`src/rtl/urom_rd_adapter_if.sv`:
```
// Bundle of the load/store-unit request/response signals and the ROM word read port
// seen by urom_rd_adapter.
interface urom_rd_adapter_if #(
    parameter int unsigned DATA_WIDTH = 32,
    parameter int unsigned ADDR_WIDTH = 32
);
    logic                  req;
    logic                  we;
    logic [ADDR_WIDTH-1:0] addr;
    logic [1:0]            hb;
    logic                  is_unsigned;
    logic                  gnt;
    logic [DATA_WIDTH-1:0] rdata;
    logic                  valid;
    logic                  err;
    logic                  urom_ce;
    logic [ADDR_WIDTH-1:0] urom_addr;
    logic [DATA_WIDTH-1:0] urom_rdata;
    logic                  urom_valid;

    // master: the core plus the ROM as seen from outside the adapter
    modport master (
        output req, we, addr, hb, is_unsigned, urom_rdata, urom_valid,
        input  gnt, rdata, valid, err, urom_ce, urom_addr
    );

    modport slave (
        input  req, we, addr, hb, is_unsigned, urom_rdata, urom_valid,
        output gnt, rdata, valid, err, urom_ce, urom_addr
    );
endinterface

```
`src/rtl/urom_rd_adapter.sv`:
```
// Byte-addressed read port onto the ROM's word read port: one request in flight,
// little-endian lane extraction with sign/zero extension, error response for illegal accesses.
module urom_rd_adapter #(
    parameter int unsigned           DATA_WIDTH = 32,  // only 32 is supported
    parameter int unsigned           ADDR_WIDTH = 32,
    parameter int unsigned           UROM_DEPTH = 1024,
    parameter logic [ADDR_WIDTH-1:0] BASE_ADDR  = 32'h0000_0000
) (
    input logic               i_CLK,
    input logic               i_RST,
    urom_rd_adapter_if.slave  bus
);

    localparam logic [1:0] ST_IDLE = 2'd0;
    localparam logic [1:0] ST_READ = 2'd1;
    localparam logic [1:0] ST_WAIT = 2'd2;
    localparam logic [1:0] ST_RESP = 2'd3;

    localparam logic [ADDR_WIDTH-1:0] DEPTH_W = ADDR_WIDTH'(UROM_DEPTH);

    logic [1:0]            state_q, state_d;
    logic [1:0]            off_q;
    logic [1:0]            hb_q;
    logic                  uns_q;
    logic                  err_q;
    logic [DATA_WIDTH-1:0] rdata_q;
    logic [ADDR_WIDTH-1:0] urom_addr_q;

    logic [ADDR_WIDTH-1:0] offset;
    logic [ADDR_WIDTH-1:0] word_idx;
    logic                  addr_low;
    logic                  idx_oob;
    logic                  misaligned;
    logic                  acc_err;
    logic                  accept;
    logic [7:0]            byte_f;
    logic [15:0]           half_f;
    logic [DATA_WIDTH-1:0] ext_data;

    // Range check on the unrebased address so a wrapped subtraction cannot look in range.
    assign offset   = bus.addr - BASE_ADDR;
    assign word_idx = offset >> 2;
    assign addr_low = bus.addr < BASE_ADDR;
    assign idx_oob  = word_idx >= DEPTH_W;

    always_comb begin
        misaligned = 1'b0;
        case (bus.hb)
            2'b01:   misaligned = bus.addr[0];
            2'b10:   misaligned = |bus.addr[1:0];
            default: misaligned = 1'b0;
        endcase
    end

    assign acc_err = bus.we | (bus.hb == 2'b11) | misaligned | addr_low | idx_oob;
    assign accept  = bus.req && (state_q == ST_IDLE);

    always_comb begin
        byte_f = 8'h00;
        unique case (off_q)
            2'd0: byte_f = bus.urom_rdata[7:0];
            2'd1: byte_f = bus.urom_rdata[15:8];
            2'd2: byte_f = bus.urom_rdata[23:16];
            2'd3: byte_f = bus.urom_rdata[31:24];
        endcase
        half_f = off_q[1] ? bus.urom_rdata[31:16] : bus.urom_rdata[15:0];
        case (hb_q)
            2'b00:   ext_data = {{(DATA_WIDTH-8){byte_f[7] & ~uns_q}}, byte_f};
            2'b01:   ext_data = {{(DATA_WIDTH-16){half_f[15] & ~uns_q}}, half_f};
            default: ext_data = bus.urom_rdata;
        endcase
    end

    always_comb begin
        state_d = state_q;
        case (state_q)
            ST_IDLE: if (accept) state_d = acc_err ? ST_RESP : ST_READ;
            ST_READ: state_d = ST_WAIT;
            ST_WAIT: if (bus.urom_valid) state_d = ST_RESP;
            ST_RESP: state_d = ST_IDLE;
            default: state_d = ST_IDLE;
        endcase
    end

    always_ff @(posedge i_CLK or posedge i_RST) begin
        if (i_RST) begin
            state_q     <= ST_IDLE;
            off_q       <= 2'd0;
            hb_q        <= 2'd0;
            uns_q       <= 1'b0;
            err_q       <= 1'b0;
            rdata_q     <= '0;
            urom_addr_q <= '0;
        end else begin
            state_q <= state_d;
            if (accept) begin
                off_q <= bus.addr[1:0];
                hb_q  <= bus.hb;
                uns_q <= bus.is_unsigned;
                if (acc_err) begin
                    err_q   <= 1'b1;
                    rdata_q <= '0;
                end else begin
                    urom_addr_q <= word_idx;
                end
            end
            // Response registers change only when entering RESP so they hold otherwise.
            if ((state_q == ST_WAIT) && bus.urom_valid) begin
                err_q   <= 1'b0;
                rdata_q <= ext_data;
            end
        end
    end

    assign bus.gnt       = (state_q == ST_IDLE);
    assign bus.valid     = (state_q == ST_RESP);
    assign bus.urom_ce   = (state_q == ST_READ);
    assign bus.urom_addr = urom_addr_q;
    assign bus.rdata     = rdata_q;
    assign bus.err       = err_q;

endmodule
```
`src/flat_wrapper.sv`:
```
// flat-port wrapper written by rule: the top's interface ports become plain ports
module urom_rd_adapter_flat 
#(
    parameter int unsigned           DATA_WIDTH = 32,                         
    parameter int unsigned           ADDR_WIDTH = 32,
    parameter int unsigned           UROM_DEPTH = 1024,
    parameter logic [ADDR_WIDTH-1:0] BASE_ADDR  = 32'h0000_0000
)
  (i_CLK, i_RST, bus_req, bus_we, bus_addr, bus_hb, bus_is_unsigned, bus_urom_rdata, bus_urom_valid, bus_gnt, bus_rdata, bus_valid, bus_err, bus_urom_ce, bus_urom_addr);
  urom_rd_adapter_if #(.DATA_WIDTH(DATA_WIDTH), .ADDR_WIDTH(ADDR_WIDTH)) bus_i ();
  input logic i_CLK;
  input logic i_RST;
  input wire logic [$bits(bus_i.req)-1:0] bus_req;
  input wire logic [$bits(bus_i.we)-1:0] bus_we;
  input wire logic [$bits(bus_i.addr)-1:0] bus_addr;
  input wire logic [$bits(bus_i.hb)-1:0] bus_hb;
  input wire logic [$bits(bus_i.is_unsigned)-1:0] bus_is_unsigned;
  input wire logic [$bits(bus_i.urom_rdata)-1:0] bus_urom_rdata;
  input wire logic [$bits(bus_i.urom_valid)-1:0] bus_urom_valid;
  output wire logic [$bits(bus_i.gnt)-1:0] bus_gnt;
  output wire logic [$bits(bus_i.rdata)-1:0] bus_rdata;
  output wire logic [$bits(bus_i.valid)-1:0] bus_valid;
  output wire logic [$bits(bus_i.err)-1:0] bus_err;
  output wire logic [$bits(bus_i.urom_ce)-1:0] bus_urom_ce;
  output wire logic [$bits(bus_i.urom_addr)-1:0] bus_urom_addr;
  assign bus_i.req = bus_req;
  assign bus_i.we = bus_we;
  assign bus_i.addr = bus_addr;
  assign bus_i.hb = bus_hb;
  assign bus_i.is_unsigned = bus_is_unsigned;
  assign bus_i.urom_rdata = bus_urom_rdata;
  assign bus_i.urom_valid = bus_urom_valid;
  assign bus_gnt = bus_i.gnt;
  assign bus_rdata = bus_i.rdata;
  assign bus_valid = bus_i.valid;
  assign bus_err = bus_i.err;
  assign bus_urom_ce = bus_i.urom_ce;
  assign bus_urom_addr = bus_i.urom_addr;
  urom_rd_adapter #(.DATA_WIDTH(DATA_WIDTH), .ADDR_WIDTH(ADDR_WIDTH), .UROM_DEPTH(UROM_DEPTH), .BASE_ADDR(BASE_ADDR)) u_core (.i_CLK(i_CLK), .i_RST(i_RST), .bus(bus_i));
endmodule
```
`config.mk`:
```
export PLATFORM = sky130hd
export DESIGN_NAME = urom_rd_adapter_flat
export DESIGN_NICKNAME = d
export VERILOG_FILES = /design/src/rtl/urom_rd_adapter_if.sv /design/src/rtl/urom_rd_adapter.sv /design/src/flat_wrapper.sv
export SDC_FILE = /design/constraint.sdc
export NUM_CORES = 1
export LEC_CHECK = 0
export ABC_AREA = 1
export CAP_MARGIN = 0
export CORE_MARGIN = 4
export CORE_UTILIZATION = 35
export CTS_BUF_LIST = sky130_fd_sc_hd__clkbuf_8 sky130_fd_sc_hd__clkbuf_16
export CTS_CLUSTER_SIZE = 16
export DETAILED_ROUTE_END_ITERATION = 16
export MAX_ROUTING_LAYER = met4
export PLACE_DENSITY = 0.7
export SLEW_MARGIN = 15
export SYNTH_ARGS = -nofsm -noshare
export SYNTH_HDL_FRONTEND = slang
export SYNTH_SLANG_ARGS = --single-unit
```
`constraint.sdc`:
```
create_clock -name i_CLK -period 2.15 [get_ports i_CLK]
set_input_delay 0.215 -clock i_CLK [delete_from_list [all_inputs] [get_ports i_CLK]]
set_output_delay 0.215 -clock i_CLK [all_outputs]
set_load 0.02 [all_outputs]
```
; Word-level counts from Yosys, hierarchy flattened
; Cells that the tools add are included.
[totals]
regBits = 70
[classes]
order_cmp = 2
eq_ne = 12
n_mux = 14
bitwise = 8
n_reduce_logical = 11
[op_table]
columns = operator, count
row1 = 32-bit two-way mux, 3
row2 = 32-bit one-hot mux with 2 select lines, 1
row3 = 32-bit by 1-bit < comparator with 1-bit output (second input constant), 1
row4 = 8-bit one-hot mux with 4 select lines, 1
row5 = 30-bit by 11-bit greater-or-equal comparator with 1-bit output (second input constant), 1
row6 = 16-bit two-way mux, 1
row7 = 2-bit == test (second input constant), 6
row8 = 2-bit by 1-bit == test with 1-bit output (second input constant), 4
row9 = 2-bit one-hot mux with 4 select lines, 1
row10 = 2-bit zero test, 3
row11 = 2-bit two-way mux, 3
row12 = 2-bit AND reduction, 3
row13 = 1-bit OR, 4
row14 = 2-bit nonzero test, 2
row15 = 1-bit two-way mux, 3
row16 = 1-bit bitwise AND, 2
row17 = 1-bit logical AND, 2
row18 = 2-bit by 1-bit inequality test with 1-bit output (second input constant), 1
row19 = 2-bit inequality test (second input constant), 1
row20 = 1-bit NOT, 2
row21 = 1-bit one-hot mux with 2 select lines, 1
row22 = 2-bit OR reduction, 1

; Longest topological paths before layout
; Gate-level depths: netlist (run 1).
[logic_depth]
ltp_word = 8
mapped_depth = 10

; Least setup slack after synthesis (run 1)
; No wires, ideal clock.
[synth_timing]
path_type = reg2reg
start = register u_core.state_q[0]
end = register u_core.urom_addr_q[12], in the netlist u_core.bus.urom_addr[12]
t_arrival_ps = 1616
slack_ps = 395
stages_incl_launch_ff = 8
n_path_buf = 2
synth_period_minus_slack_ps = 1755
cell_sequence = dfrtp_1 inv_1 ha_1 nand2_1 inv_1 buf_2 clkbuf_1 a21boi_0
[synth_between]
elab_chain_cells = 3
[synth_rtl]
columns = item, line_no
row1 = "start, declared", urom_rd_adapter.sv:21  ; logic [1:0] state_q, state_d;
row2 = "start signal, assigned", urom_rd_adapter.sv:95  ; state_q <= state_d;
row3 = 2-bit zero test, n/a
row4 = named net bus_gnt, flat_wrapper.sv:20  ; output wire logic [$bits(bus_i.gnt)-1:0] bus_gnt;
row5 = 1-bit logical AND, urom_rd_adapter.sv:56  ; assign accept = bus.req && (state_q == ST_IDLE);
row6 = 2-bit AND reduction (no source line), n/a
row7 = "end signal, assigned", urom_rd_adapter.sv:104  ; urom_addr_q <= word_idx;
row8 = "end, declared", urom_rd_adapter.sv:27  ; logic [ADDR_WIDTH-1:0] urom_addr_q;
; The timed path passes the listed nets, and every way through them passes these cells.
; A chain may end at the register's enable or synchronous reset.

; Worst setup path in the final report (run 1)
[layout_timing]
start = register u_core.state_q[0]
end = output port bus_gnt
[layout_between]
elab_chain_cells = 1
[layout_rtl]
columns = item, line_no
row1 = 2-bit zero test, urom_rd_adapter.sv:115  ; assign bus.gnt = (state_q == ST_IDLE);
row2 = "end, declared", flat_wrapper.sv:20
; Every way passes these cells.

==> impl_metrics.yaml, run 1 <==
status:
  status: "finished, final reports clean"
placement:
  port_buffers: 137
  pre_cts_slack_ns: -0.578
  place_area_um2: 5250
  numPlacedInstances: 735
  gp_congestion: 0.909
  hpwl_um: 8640
yosys:
  synth_seq_cells: 70
  yosysWarnings: 0
  synth-seq-area-share: 0.471
  synth.avg_cell_area_um2: 7.85
  syn_area_um2: 3720
  ys_types: 26
  synth_cells: 474
global_route:
  grt_max_degree: 43
  grt_pass1_vias: 3896
  grt.overflow.total: 0
  grt_antenna_before_repair: 0
  grtUsageTotal: 0.191
  grt_pass1_wl_um: 18700
power:
  clockPowerShare: 0.181
  switching_share: 0.429
  ir_drop_uv: 444
  powerDensity_nw_per_um2: 1080
  internal_power_uw: 3380
  p_switching_uw: 2540
  power_frac_comb: 0.504
  pwr-share-seq: 0.315
  p_leak_uw: 0.00262
timing:
  clock_skew_ns: 0.0106
  fin_ws_ns: 0.216
  slew_headroom: 0.610
  slew_violations: 0
  period_needed_ns: 1.93
  max_freq_ghz: 0.517
  hold_violations: 0
  max_slew.worst_pin.slew_ns: 0.584
  period_share: 0.899
  grt_setup_unrepaired: "false"
  setup_viol: 0
setup_path:
  path_cells: "inv_1, ha_1, clkdlybuf4s50_1"
  cpMaxStageDelayCell: "clkdlybuf4s50_1"
  slowest_delay_ns: 0.63
  worstSetupEndpointType: "output pin"
  cp.required_ns: 1.93
  crit_fanout: 4
  cp_num_buf_inv: 2
  r2r.worst_path.cells: 8
  rr_endpoint: "u_core.bus.urom_addr[0]"
  worstSetupStartpointType: "register"
  worst_ep_arrival_time_ns: 1.72
  path_delay_family: "buffers and inverters"
  reg2reg_slack_ns: 0.37
  crit_type: "register to output pin"
  reg2reg_from: "u_core.state_q[0]"
cells_and_area:
  antenna_cells: 0
  final_area_um2: 5460
  fin_util: 0.529
  fin_nets: 690
  layoutNonFillerInstCount: 752
  area_delta_synth_final_pct: 46.7
  layout-drive-gt1-share: 0.0714
die:
  start_util: 0.360
  pin_count: 140
  coreArea_um2: 10300
  num_rows: 37
  dieArea_um2: 12300
  die_height_um: 111
  dieWidth_um: 111
clock_tree:
  clock-sinks: 70
  cts_setup_buffers: 0
  numCtsBuffers: 9
  clk_latency_ns: 0.34
  clockRootBuffer: "clkbuf_8"
  htree_levels: 3
  path_clk_slew_ns: 0.08
  cts_tree: "built"
  holdBufCountCts: 0
  clock_path_buffers: 2
drt:
  firstDrtPassIters: 4
  wl_per_cell_um: 15.3
  routed_wl_um: 11500
  viasPerCell: 4.98
  drt_iter0_markers: 169
  ant_nets: 0
  drc: 0
  num_vias: 3748
flow_run:
  max_cap_violations: 0
hold_path:
  hold_path.class: "input pin to async pin"
==> worst register-to-register path: stages (launching register included) <==
cell and delay, ns:
dfrtp_1 0.41, inv_1 0.11, ha_1 0.23, nand2_1 0.15, inv_1 0.16, buf_4 0.28, nand2_2 0.19, nand2_1 0.11
nand2_1 0.05
==> worst max-delay path by stage <==
stage,startpoint,endpoint,slack (ns),cells after the start
floorplan,i_RST,u_core.bus.err,0.17,1
global placement,bus_hb[0],u_core.bus.urom_addr[2],-0.45,10
detailed placement,bus_hb[0],u_core.bus.urom_addr[9],-0.58,10
CTS,bus_hb[0],u_core.bus.urom_addr[6],0.16,10
global route,bus_hb[0],u_core.bus.urom_addr[5],0.13,10
finish,u_core.state_q[0],bus_gnt,0.22,3
==> placed cells by master (no fill, tap or decap) <==
cell type,n
inv_6,1
o21ai_0,31
a21oi_4,1
a21boi_0,13
clkinv_4,2
buf_12,3
a21boi_1,8
bufinv_16,1
o22ai_1,3
o21ai_1,1
a21oi_1,35
clkinvlp_4,1
nand2_2,3
buf_4,12
dfrtp_1,70
nor2_2,1
o21ai_4,1
nor2_1,32
clkinv_2,2
o211ai_1,5
nand3_4,2
nand2_1,136
or2_0,1
inv_1,33
clkdlybuf4s50_1,137
nand3_1,57
ha_1,7
clkbuf_8,9
nor2_4,1
conb_1,2
a22oi_1,1
inv_2,4
==> stage by stage <==
stage | power (uW) | hold slack [ns] | TNS [ns]
6_report | 5920 | 0.213 | 0
5_1_grt | 6400 | 0.241 | 0
4_1_cts | 5980 | 0.207 | 0
3_5_place_dp | 4890 | 0.473 | -12.28
3_3_place_gp | 4840 | 0.473 | -8.41
2_1_floorplan | 3790 | 0.336 | 0
==> cells by family (layout without fill, tap and decap cells) <==
kind of cell	after synthesis	after routing	synth area share
AO/OA/AOI/OAI	99	99	0.158
adder cells (fa/ha/maj)	7	7	0.0235
buffers and inverters	65	205	0.0824
flip-flops	70	70	0.471
other	1	2	0.00101
AND/OR/NAND/NOR	232	233	0.264
==> cells in the mapped netlist (all sizes together) <==
library cell	n	share of area
nor2	33	0.034
buf	22	0.039
or2	1	0.0017
conb	1	0.0010
nand3	59	0.086
inv	37	0.037
o22ai	3	0.0050
a22oi	1	0.0020
clkbuf	6	0.0061
a21oi	36	0.051
o21ai	33	0.047
ha	7	0.024
dfrtp	70	0.47
o211ai	5	0.010
a21boi	21	0.042
nand2	139	0.14
==> registers in the layout (all words and copies together), names as in the netlist <==
name and cells:
u_core.hb_q 2, u_core.off_q 2, u_core.bus.urom_addr 30, u_core.uns_q 1
u_core.bus.err 1, u_core.state_q 2, u_core.bus.rdata 32
==> cell type report <==
type                            count  area [um^2]
Clock buffer                        9          124
Clock inverter                      7         73.8
Fill cell                         986         4870
Inverter                           37          139
Multi-Input combinational cell    341         1680
Sequential cell                    70         1750
Tap cell                          136          170
Timing Repair Buffer              152         1520
==> what timing repair did <==
| item | CTS | global route |
|---|---|---|
| gates cloned | 0 | 1 |
| resized for setup | 1 | 0 |
| pin swaps | 0 | 1 |
| setup endpoints to repair | 10 | 10 |
==> metal layers <==
metal / track usage / up-vias / share of wire
met5: - / - / 0
met4: 0.0787 / 0 / 0.025
met3: 0.0377 / 28 / 0.069
met2: 0.287 / 173 / 0.46
met1: 0.252 / 1734 / 0.45
li1: - / 1813 / -
==> power groups by stage <==
stage,Sequential (uW),Combinational (uW),Clock (uW)
after floorplan,2120,1680,0
after global placement,1880,2960,0
after detailed placement,1890,3000,0
after CTS,1870,3010,1110
after global routing,1910,3330,1160
final,1860,2980,1070
(Power assumes the default switching activity.)
==> inputs of run 2 (changes only) <==
--- a/config.mk
+++ b/config.mk
@@ -5,7 +5,6 @@
 export SDC_FILE = /design/constraint.sdc
 export NUM_CORES = 1
 export LEC_CHECK = 0
-export ABC_AREA = 1
 export CAP_MARGIN = 0
 export CORE_MARGIN = 4
 export CORE_UTILIZATION = 35
@@ -13,7 +12,7 @@
 export CTS_CLUSTER_SIZE = 16
 export DETAILED_ROUTE_END_ITERATION = 16
 export MAX_ROUTING_LAYER = met4
-export PLACE_DENSITY = 0.7
+export PLACE_DENSITY_LB_ADDON = 0.2
 export SLEW_MARGIN = 15
 export SYNTH_ARGS = -nofsm -noshare
 export SYNTH_HDL_FRONTEND = slang
==> run 2 against run 1 <==
Against the previous run: final cell count fell by 23%; wire length fell by 16%; highest routed layer unchanged; combinational power rose by 5%; flip-flop and latch count did not move; clock skew fell by 0.0042 ns; die area fell by 5.6%; sequential share of layout area rose by 1.1 points; setup slack got worse by 0.055 ns; area after synthesis fell by 6.0%; clock power fell by 5%; maximum frequency fell by 2.8%; first-iteration DRC count fell by 27%; critical endpoint is now u_core.bus.urom_addr[3].
==> impl_metrics.yaml, run 2 <==
status:
  status: "finished, final reports clean"
cells_and_area:
  fin_nets: 521
  register_area_um2: 1750
  layoutNonFillerInstCount: 580
  area_delta_synth_final_pct: 50.8
  antenna_cells: 0
  mostFrequentLayoutCell: "clkdlybuf4s50_1"
  layout_common_cells: "137 x clkdlybuf4s50_1, 70 x dfrtp_1, 32 x a21oi_1"
  layout-drive-gt1-share: 0.139
  multi_input_area_um2: 1570
  n_fill_cell: 885
  largest_reg_flops: 32
setup_path:
  cp_num_buf_inv: 3
  crit_fanout: 11
  cpMaxStageDelayCell: "clkdlybuf4s50_1"
  worst_ep_arrival_time_ns: 2.20
  worstSetupEndpointType: "register"
  slowest_delay_ns: 0.51
  path_delay_family: "buffers and inverters"
  crit_type: "input pin to register"
  worstSetupStartpointType: "input pin"
  cp.required_ns: 2.37
  path_cells: "clkdlybuf4s50_1, inv_1, ha_1, o21ai_0, a21oi_1, nor4b_4, buf_4, mux2_2"
drt:
  drc: 0
  routed_wl_um: 9680
  num_vias: 2839
  wl_per_cell_um: 16.7
  viasPerCell: 4.89
  ant_nets: 0
  drt_iter0_markers: 123
  firstDrtPassIters: 4
clock_tree:
  holdBufCountCts: 0
  cts_tree: "built"
  cts_setup_buffers: 0
  path_clk_slew_ns: 0.07
  clockRootBuffer: "clkbuf_8"
  numCtsBuffers: 9
  htree_levels: 3
  clock-sinks: 70
  clock_path_buffers: 2
  cts.repair.resized: 0
  clk_latency_ns: 0.33
timing:
  period_share: 0.925
  hold_violations: 0
  period_needed_ns: 1.99
  hold_slack_ns: 0.268
  clock_skew_ns: 0.00643
  slew_headroom: 0.643
  max_slew.worst_pin.slew_ns: 0.535
  setup_viol: 0
  slew_violations: 0
  grt_setup_unrepaired: "false"
  fin_ws_ns: 0.161
  max_freq_ghz: 0.503
die:
  start_util: 0.358
  num_rows: 36
  dieWidth_um: 108
  dieArea_um2: 11700
  pin_count: 140
  coreArea_um2: 9770
  die_height_um: 108
power:
  ir_drop_uv: 510
  powerDensity_nw_per_um2: 1150
  p_leak_uw: 0.00226
  total_power_uw: 6060
yosys:
  synth.top_cell.area_share: 0.501
  synth_seq_cells: 70
  synth-async-reset-ratio: 1.00
  synth_cells: 299
  yosys_most_used_dff: "dfrtp_1"
  synth_top_cell_by_area: "dfrtp_1"
  syn_area_um2: 3500
  synth_edf_count: 0
  synth_area_leaders: "dfrtp_1 50%, o2bb2ai_1 6.8%, mux4_2 5.2%"
  ys_top_cells_by_count: "70 x dfrtp_1, 32 x a21oi_1, 27 x o2bb2ai_1, 20 x nor2b_1"
  yosysWarnings: 0
  synth_most_common_cell: "dfrtp_1"
  synth-seq-area-share: 0.501
  synth.avg_cell_area_um2: 11.7
  ys_types: 40
flow_run:
  max_cap_violations: 0
hold_path:
  hold_path.class: "input pin to async pin"
global_route:
  grt_antenna_before_repair: 0
  grt.overflow.total: 0
  grt_pass1_vias: 2875
  grtUsageTotal: 0.172
  grt_pass1_wl_um: 15200
  grt_max_degree: 71
placement:
  hpwl_um: 7180
  gp_congestion: 0.828
  numPlacedInstances: 564
  pre_cts_slack_ns: -0.215
  port_buffers: 137
run 2: cell count changes in the layout (fill, tap and decap cells not counted), sizes merged, moves of 6 or more:
cell and change:
a21boi -21, a22oi +9, inv -22, mux2 +14
mux2i +11, mux4 +8, nand2 -132, nand3 -59
nor2 -29, nor2b +20, o21ai -25, o221ai +6
o2bb2ai +27
run 2: final timing paths:
check	startpoint	endpoint	slack, ns	cells past startpoint
hold / removal	i_RST	u_core.bus.urom_addr[27]	0.27	3
min in group i_CLK	u_core.bus.rdata[11]	u_core.bus.rdata[11]	0.49	1
setup reg to reg	u_core.off_q[0]	u_core.bus.rdata[3]	0.25	4
max in group asynchronous	i_RST	u_core.off_q[1]	1.59	3
hold reg to reg	u_core.bus.rdata[11]	u_core.bus.rdata[11]	0.49	1
setup / recovery	bus_hb[0]	u_core.bus.urom_addr[3]	0.16	8
run 2: kinds of logic after synthesis:
| logic type | Yosys count | share of synthesized area |
|---|---|---|
| AO/OA/AOI/OAI | 98 | 0.197 |
| adder cells (fa/ha/maj) | 7 | 0.0250 |
| other | 1 | 0.00107 |
| buffers and inverters | 38 | 0.0522 |
| multiplexers | 33 | 0.128 |
| flip-flops | 70 | 0.501 |
| AND/OR/NAND/NOR | 52 | 0.0955 |
run 2: layout make-up:
type	count	area share
timing repair buffer	155	0.293
clock inverter	7	0.0128
tap	133	0.0316
inverter	14	0.00996
multi-input combinational	192	0.297
clock buffer	9	0.0235
sequential	70	0.332
run 2: where the power goes:
part           switching, uW  internal (uW)  total (uW)
combinational           1590           1530        3120
sequential               274           1650        1930
clock                    488            529        1020
total                   2360           3710        6060
run 2: worst register-to-register path, stage by stage, from the launching register on:
cell and delay, ns:
dfrtp_1 0.66, mux4_2 0.57, o21a_1 0.18, o221ai_1 0.24, o21ai_0 0.13
run 2: metal layers:
metal,part of all wire,track usage,vias up
met2,0.47,0.262,98
met5,0,-,-
met3,0.078,0.0543,6
met4,0.0083,0.0370,0
li1,-,-,1389
met1,0.44,0.228,1346
run 2: stage by stage:
step | util | setup TNS (ns) | cell area, um^2
2_1_floorplan | - | 0 | 3500
3_3_place_gp | 0.520 | -3.26 | 5080
3_5_place_dp | 0.520 | -5.79 | 5080
4_1_cts | 0.540 | 0 | 5270
5_1_grt | 0.540 | 0 | 5270
6_report | 0.540 | 0 | 5270
